[src/rtl/fft_bin_reader.sv]
// Sweeps the FFT result memory after each transform, stores an approximate magnitude
// per bin in a display buffer and tracks the frame peak. Option macro: HALF_SPECTRUM_EN.
module fft_bin_reader #(
  parameter int ADDR_WIDTH = 5,
  parameter int DATA_WIDTH = 18,
  localparam int MAG_WIDTH = DATA_WIDTH + 1
) (
  input  logic                         clk,
  input  logic                         rst,
  input  logic                         fft_done,
  output logic [ADDR_WIDTH-1:0]        vga_addr,
  input  logic signed [DATA_WIDTH-1:0] vga_data_r,
  input  logic signed [DATA_WIDTH-1:0] vga_data_i,
  output logic                         busy,
  output logic                         bin_valid,
  output logic [ADDR_WIDTH-1:0]        bin_index,
  output logic [MAG_WIDTH-1:0]         bin_mag,
  output logic                         frame_done,
  output logic [ADDR_WIDTH-1:0]        peak_index,
  output logic [MAG_WIDTH-1:0]         peak_mag,
  input  logic [ADDR_WIDTH-1:0]        disp_addr,
  output logic [MAG_WIDTH-1:0]         disp_mag
);

`ifdef HALF_SPECTRUM_EN
  localparam logic [ADDR_WIDTH-1:0] LAST = ADDR_WIDTH'((1 << (ADDR_WIDTH - 1)) - 1);
`else
  localparam logic [ADDR_WIDTH-1:0] LAST = ADDR_WIDTH'((1 << ADDR_WIDTH) - 1);
`endif

  typedef enum logic [1:0] {IDLE = 2'd0, READ = 2'd1, DRAIN = 2'd2, FIN = 2'd3} state_t;

  // One extra bit so the most negative input maps to a positive magnitude.
  function automatic logic [MAG_WIDTH-1:0] abs_f(input logic signed [DATA_WIDTH-1:0] v);
    logic signed [MAG_WIDTH-1:0] ext;
    ext = {v[DATA_WIDTH-1], v};
    if (ext[MAG_WIDTH-1]) begin
      abs_f = MAG_WIDTH'(-ext);
    end else begin
      abs_f = MAG_WIDTH'(ext);
    end
  endfunction

  state_t                  state_q, state_d;
  logic [ADDR_WIDTH-1:0]   vga_addr_q, vga_addr_d;
  logic                    drain_q, drain_d;
  logic                    fd_q, fd_prev_q, start_s;
  logic                    busy_q, frame_done_q;
  logic                    rd_valid_q;
  logic [ADDR_WIDTH-1:0]   rd_idx_q;
  logic                    bin_valid_q;
  logic [ADDR_WIDTH-1:0]   idx1_q;
  logic [MAG_WIDTH-1:0]    abs_r_q, abs_i_q;
  logic [MAG_WIDTH-1:0]    mx_s, mn_s, mag_s;
  logic [MAG_WIDTH:0]      sum_s;
  logic [MAG_WIDTH-1:0]    run_mag_q, run_mag_d;
  logic [ADDR_WIDTH-1:0]   run_idx_q, run_idx_d;
  logic [ADDR_WIDTH-1:0]   peak_idx_q;
  logic [MAG_WIDTH-1:0]    peak_mag_q;
  logic [MAG_WIDTH-1:0]    disp_mag_q;
  logic [MAG_WIDTH-1:0]    fbuf_q [2**ADDR_WIDTH];

  assign start_s = fd_q & ~fd_prev_q;

  // Scan sequencing: address sweep, pipeline drain, then a single finish cycle.
  always_comb begin
    state_d    = state_q;
    vga_addr_d = '0;
    drain_d    = drain_q;
    case (state_q)
      IDLE: begin
        if (start_s) begin
          state_d = READ;
        end else begin
          state_d = IDLE;
        end
      end
      READ: begin
        if (vga_addr_q == LAST) begin
          state_d = DRAIN;
          drain_d = 1'b0;
        end else begin
          vga_addr_d = vga_addr_q + ADDR_WIDTH'(1);
        end
      end
      DRAIN: begin
        if (drain_q) begin
          state_d = FIN;
        end else begin
          drain_d = 1'b1;
        end
      end
      FIN:     state_d = IDLE;
      default: state_d = IDLE;
    endcase
  end

  // Magnitude approximation max + min/2, saturated to the output width.
  always_comb begin
    if (abs_r_q >= abs_i_q) begin
      mx_s = abs_r_q;
      mn_s = abs_i_q;
    end else begin
      mx_s = abs_i_q;
      mn_s = abs_r_q;
    end
    sum_s = {1'b0, mx_s} + {2'b00, mn_s[MAG_WIDTH-1:1]};
    if (sum_s[MAG_WIDTH]) begin
      mag_s = '1;
    end else begin
      mag_s = sum_s[MAG_WIDTH-1:0];
    end
  end

  // Running peak; strict compare keeps the lowest index on ties.
  always_comb begin
    if (bin_valid_q && (mag_s > run_mag_q)) begin
      run_mag_d = mag_s;
      run_idx_d = idx1_q;
    end else begin
      run_mag_d = run_mag_q;
      run_idx_d = run_idx_q;
    end
  end

  // Control, pipeline and output registers.
  always_ff @(posedge clk or negedge rst) begin
    if (!rst) begin
      fd_q         <= 1'b1;
      fd_prev_q    <= 1'b1;
      state_q      <= IDLE;
      vga_addr_q   <= '0;
      drain_q      <= 1'b0;
      busy_q       <= 1'b0;
      frame_done_q <= 1'b0;
      rd_valid_q   <= 1'b0;
      rd_idx_q     <= '0;
      bin_valid_q  <= 1'b0;
      idx1_q       <= '0;
      abs_r_q      <= '0;
      abs_i_q      <= '0;
      run_mag_q    <= '0;
      run_idx_q    <= '0;
      peak_idx_q   <= '0;
      peak_mag_q   <= '0;
      disp_mag_q   <= '0;
    end else begin
      fd_q         <= fft_done;
      fd_prev_q    <= fd_q;
      state_q      <= state_d;
      vga_addr_q   <= vga_addr_d;
      drain_q      <= drain_d;
      busy_q       <= (state_d == READ) || (state_d == DRAIN);
      frame_done_q <= (state_d == FIN);
      rd_valid_q   <= (state_q == READ);
      rd_idx_q     <= vga_addr_q;
      bin_valid_q  <= rd_valid_q;
      if (rd_valid_q) begin
        abs_r_q <= abs_f(vga_data_r);
        abs_i_q <= abs_f(vga_data_i);
        idx1_q  <= rd_idx_q;
      end
      if ((state_q == IDLE) && start_s) begin
        run_mag_q <= '0;
        run_idx_q <= '0;
      end else begin
        run_mag_q <= run_mag_d;
        run_idx_q <= run_idx_d;
      end
      if (state_d == FIN) begin
        peak_idx_q <= run_idx_d;
        peak_mag_q <= run_mag_d;
      end
      disp_mag_q <= fbuf_q[disp_addr];
    end
  end

  // Frame buffer without reset so it can map to block RAM.
  always_ff @(posedge clk) begin
    if (bin_valid_q) begin
      fbuf_q[idx1_q] <= mag_s;
    end
  end

  assign vga_addr   = vga_addr_q;
  assign busy       = busy_q;
  assign bin_valid  = bin_valid_q;
  assign bin_index  = idx1_q;
  assign bin_mag    = mag_s;
  assign frame_done = frame_done_q;
  assign peak_index = peak_idx_q;
  assign peak_mag   = peak_mag_q;
  assign disp_mag   = disp_mag_q;

endmodule

[config.mk]
export PLATFORM = sky130hd
export DESIGN_NAME = fft_bin_reader
export DESIGN_NICKNAME = d
export VERILOG_FILES = /design/src/rtl/fft_bin_reader.sv
export SDC_FILE = /design/constraint.sdc
export NUM_CORES = 1
export LEC_CHECK = 0
export CORE_ASPECT_RATIO = 0.6
export CORE_UTILIZATION = 50
export CTS_CLUSTER_DIAMETER = 80
export DETAILED_ROUTE_END_ITERATION = 10
export GPL_ROUTABILITY_DRIVEN = 0
export PLACE_DENSITY = 0.73
export SKIP_LAST_GASP = 1
export SYNTH_ARGS = -nofsm -noshare
export SYNTH_HDL_FRONTEND = slang
export SYNTH_SLANG_ARGS = --single-unit
[constraint.sdc]
create_clock -name clk -period 7.14 [get_ports clk]
set_clock_uncertainty 0.05 [all_clocks]
set_input_delay 0.714 -clock clk [delete_from_list [all_inputs] [get_ports clk]]
set_output_delay 0.714 -clock clk [all_outputs]
set_load 0.02 [all_outputs]
==> summary.txt <==
Status
  – Status: finished clean

Final layout
  – FILL cells: roughly 4,400
  – Syn-to-layout area delta: 15.4%
  – Post-layout nets: slightly above 2,000
  – # diodes: 0
  – Fin cells: around 2,800
  – Layout cell share with drive strength beyond 1: between 20% and 30%

STA
  – Hold slack: 22.0 ps
  – Fin crit share: between 90 and 100%
  – Setup ws final: approximately 270 ps
  – Tightest Pin Transition: between 1000 and 1500 ps
  – Final Max Tran Viols: 0
  – Setup TNS: 0 ps
  – Max_slew headroom: between 20% and 30%
  – Final setup violation count: 0
  – Max Freq: approximately 150 MHz
  – Final Hold Viols: 0
  – RSZ-0062 raised after global routing: yes
  – Min cycle time layout: between 6000 and 7000 ps

CTS
  – Clk_lat worst skew: 610 ps
  – CTS Buf Count: between 60 and 70
  – CTS tree: done
  – Clock Path Buffers: 3
  – Num Clock Sinks: approximately 740
  – Clock slew at reported path FFs: 60 ps
  – Root buf cell: clkbuf_16
  – H-Tree Depth: 3

Setup path
  – Crit path cell chain: ha_1, a211oi_1, nor2_1, nor2_1, o211ai_1, o21ai_4, buf_12, buf_4, mux2_2, ha_1, o21ai_0, a21o_1, a21oi_1, o2111ai_2, a21oi_2, buf_4, a21oi_1, inv_1, buf_4, clkdlybuf4s50_1
  – Critical path peak fanout: 33
  – RR Startpoint: abs_r_q[16]
  – Critical Path AT: around 6100 ps
  – Crit start category: flop
  – Crit end category: output port
  – Setup crit end: bin_mag[2]
  – Origin of the worst setup path: abs_r_q[16]
  – Max stage delay cell, worst path: clkdlybuf4s50_1
  – Register-to-Register Path Depth: 27
  – Critical Path Most Common Cell: buf_4
  – Flop-to-flop setup slack: 350 ps
  – CP max stage delay: slightly below 700 ps
  – Worst path required time: around 6400 ps
  – Reg-to-Reg End: peak_index[0]
  – Kind of critical path: flop to output port

Synthesis
  – Synth top area share: 59.4%
  – Mean Syn Cell Area: around 18 um2
  – Synth area leader: edfxtp_1
  – Post-synth top flop: edfxtp_1
  – Sequential-to-total area share from yosys stat: 69.9%
  – Most common cell in the netlist: edfxtp_1
  – FF+latch count, synth: 737
  – Syn Nets: approximately 1,800
  – Post-synth EDFFs: around 610
  – Synth area leaders: edfxtp_1, mux4_2, dfrtp_1, ha_1, mux2_2
  – Syn Inst Count: roughly 1,700
  – Yosys cell types: 54
  – Synth warnings: 0
  – Asr flop ratio synth: between 10% and 20%
  – Synth Cell Area: a little over 0.03 mm2
  – Synth cell count leaders: edfxtp_1, mux4_2, nor2_1

Floorplanning
  – Core Region: 0.0600 mm2
  – Die X-Extent: roughly 320 um
  – Row count: 69
  – Die H: between 150 and 200 um
  – Overall die area: 0.0625 mm2
  – Starting density of the core: 51.2%
  – I/O pin cnt: ~120

Route
  – WL final: roughly 70,000 um
  – Via count: roughly 17,000
  – DRC: 0
  – Drt wl/cell: about 25 um
  – Pre-Repair DR Iteration Count: 7
  – Vias per Instance: between 6 and 7
  – Final ANT Viol Nets: 0
  – DR iter-0 viols: between 1,500 and 2,000

Global routing
  – Grt ovf: 0
  – Total track usage: 22.8%
  – Vias in the first global route: approximately 17,000
  – Largest net degree at the start of global routing: between 90 and 100
  – First-pass GRT wire length: around 110,000 um
  – Initial antenna violation count: 0

Place
  – DP Wirelength: between 40,000 and 50,000 um
  – Placed insts: 2,658
  – Port buffer count: around 120
  – Pre-CTS setup slack: roughly 3.1 ps

Job
  – Number of max-cap violations: 0

Worst hold path
  – Worst min-delay path class: primary input to asynchronous set/reset pin
-- what timing repair did --
item | in CTS | in global routing
setup endpoints to repair | 2 | 67
hold buffers | 0 | 0
hold endpoints to repair | 0 | 0
pin swaps | 0 | 1
resized for setup | 1 | 12
buffers inserted | 0 | 1
-- critical path: cells and delay by family, from the launching register on --
family,cells,cell delay [ps]
AO/OA/AOI/OAI,9,2080
buffers and inverters,6,1680
AND/OR/NAND/NOR,2,280
adder cells (fa/ha/maj),2,680
multiplexers,1,340
flip-flops,1,410
-- how the worst min path moves through the flow --
| stage | startpoint | end | slack (ps) | cells past startpoint |
|---|---|---|---|---|
| after floorplan | fd_q | fd_prev_q | 310 | 0 |
| after global placement | fd_q | fd_prev_q | 310 | 0 |
| after detailed placement | fd_q | fd_prev_q | 310 | 0 |
| after CTS | rst | disp_mag[2] | 30 | 1 |
| after global routing | rst | vga_addr[2] | 60 | 1 |
| final | rst | vga_addr[2] | 20 | 1 |
-- layer usage --
| metal | track usage (%) | share of wire, % | vias up |
|---|---|---|---|
| met5 | 0 | 0 | - |
| met4 | 5.13 | 1.8 | 0 |
| met3 | 4.55 | 8.9 | 99 |
| met2 | 33.5 | 45 | 702 |
| met1 | 35.4 | 44 | 8760 |
| li1 | - | - | 7180 |
-- sequential cells by signal, summed over array words and instances (netlist names) --
name	flops
abs_i_q	19
abs_r_q	19
bin_index	5
bin_valid	1
busy	1
disp_mag	19
drain_q	1
fbuf_q	608
fd_prev_q	1
fd_q	1
frame_done	1
peak_index	5
peak_mag	19
rd_idx_q	5
rd_valid_q	1
run_idx_q	5
run_mag_q	19
state_q	2
vga_addr	5
-- per-stage QoR --
stage	area, um2	utilization [%]
final	35500	59.2
after floorplan	30800	-
after CTS	35400	59.0
after global routing	35500	59.2
after detailed placement	33300	55.5
after global placement	33300	55.5
-- final cells by class --
type	instances	area, um2	area share, %
Sequential cell	737	21500	60.5
Timing Repair Buffer	184	1710	4.83
Clock inverter	30	308	0.867
Clock buffer	89	1830	5.16
Inverter	69	267	0.751
Multi-Input combinational cell	853	8860	25.0
Tap cell	816	1020	2.88
-- cells by family (layout without fill, tap and decap cells) --
logic type	count (synthesis)	in the layout	synth area share, %
simple gates	270	270	3.98
compound gates	230	230	4.53
xor+xnor	45	45	1.28
fa+ha+maj	62	62	2.55
flops	737	737	69.9
mux	246	246	15.9
buf+inv	151	372	1.84
-- cells in the final DEF, fill, tap and decap left out, drive strengths merged, types with 5 or more instances in the layout --
master and n:
edfxtp 608, mux4 190, nor2 132, dfrtp 127
clkdlybuf4s50 109, a21oi 95, clkbuf 89, buf 71
inv 69, nand2 65, ha 61, o21ai 47
mux2 46, xor2 33, a21o 25, a211oi 23
clkinv 19, xnor2 12, or3 12, mux2i 10
nand3 9, nor2b 7, o21a 7, o31ai 7
nand2b 6, nand3b 6, bufinv 6, and3 6
o211ai 5, nor3 5, clkinvlp 5
Power is not shown: default switching activity piles up to over one toggle a cycle in this logic, so the estimate is an artifact.
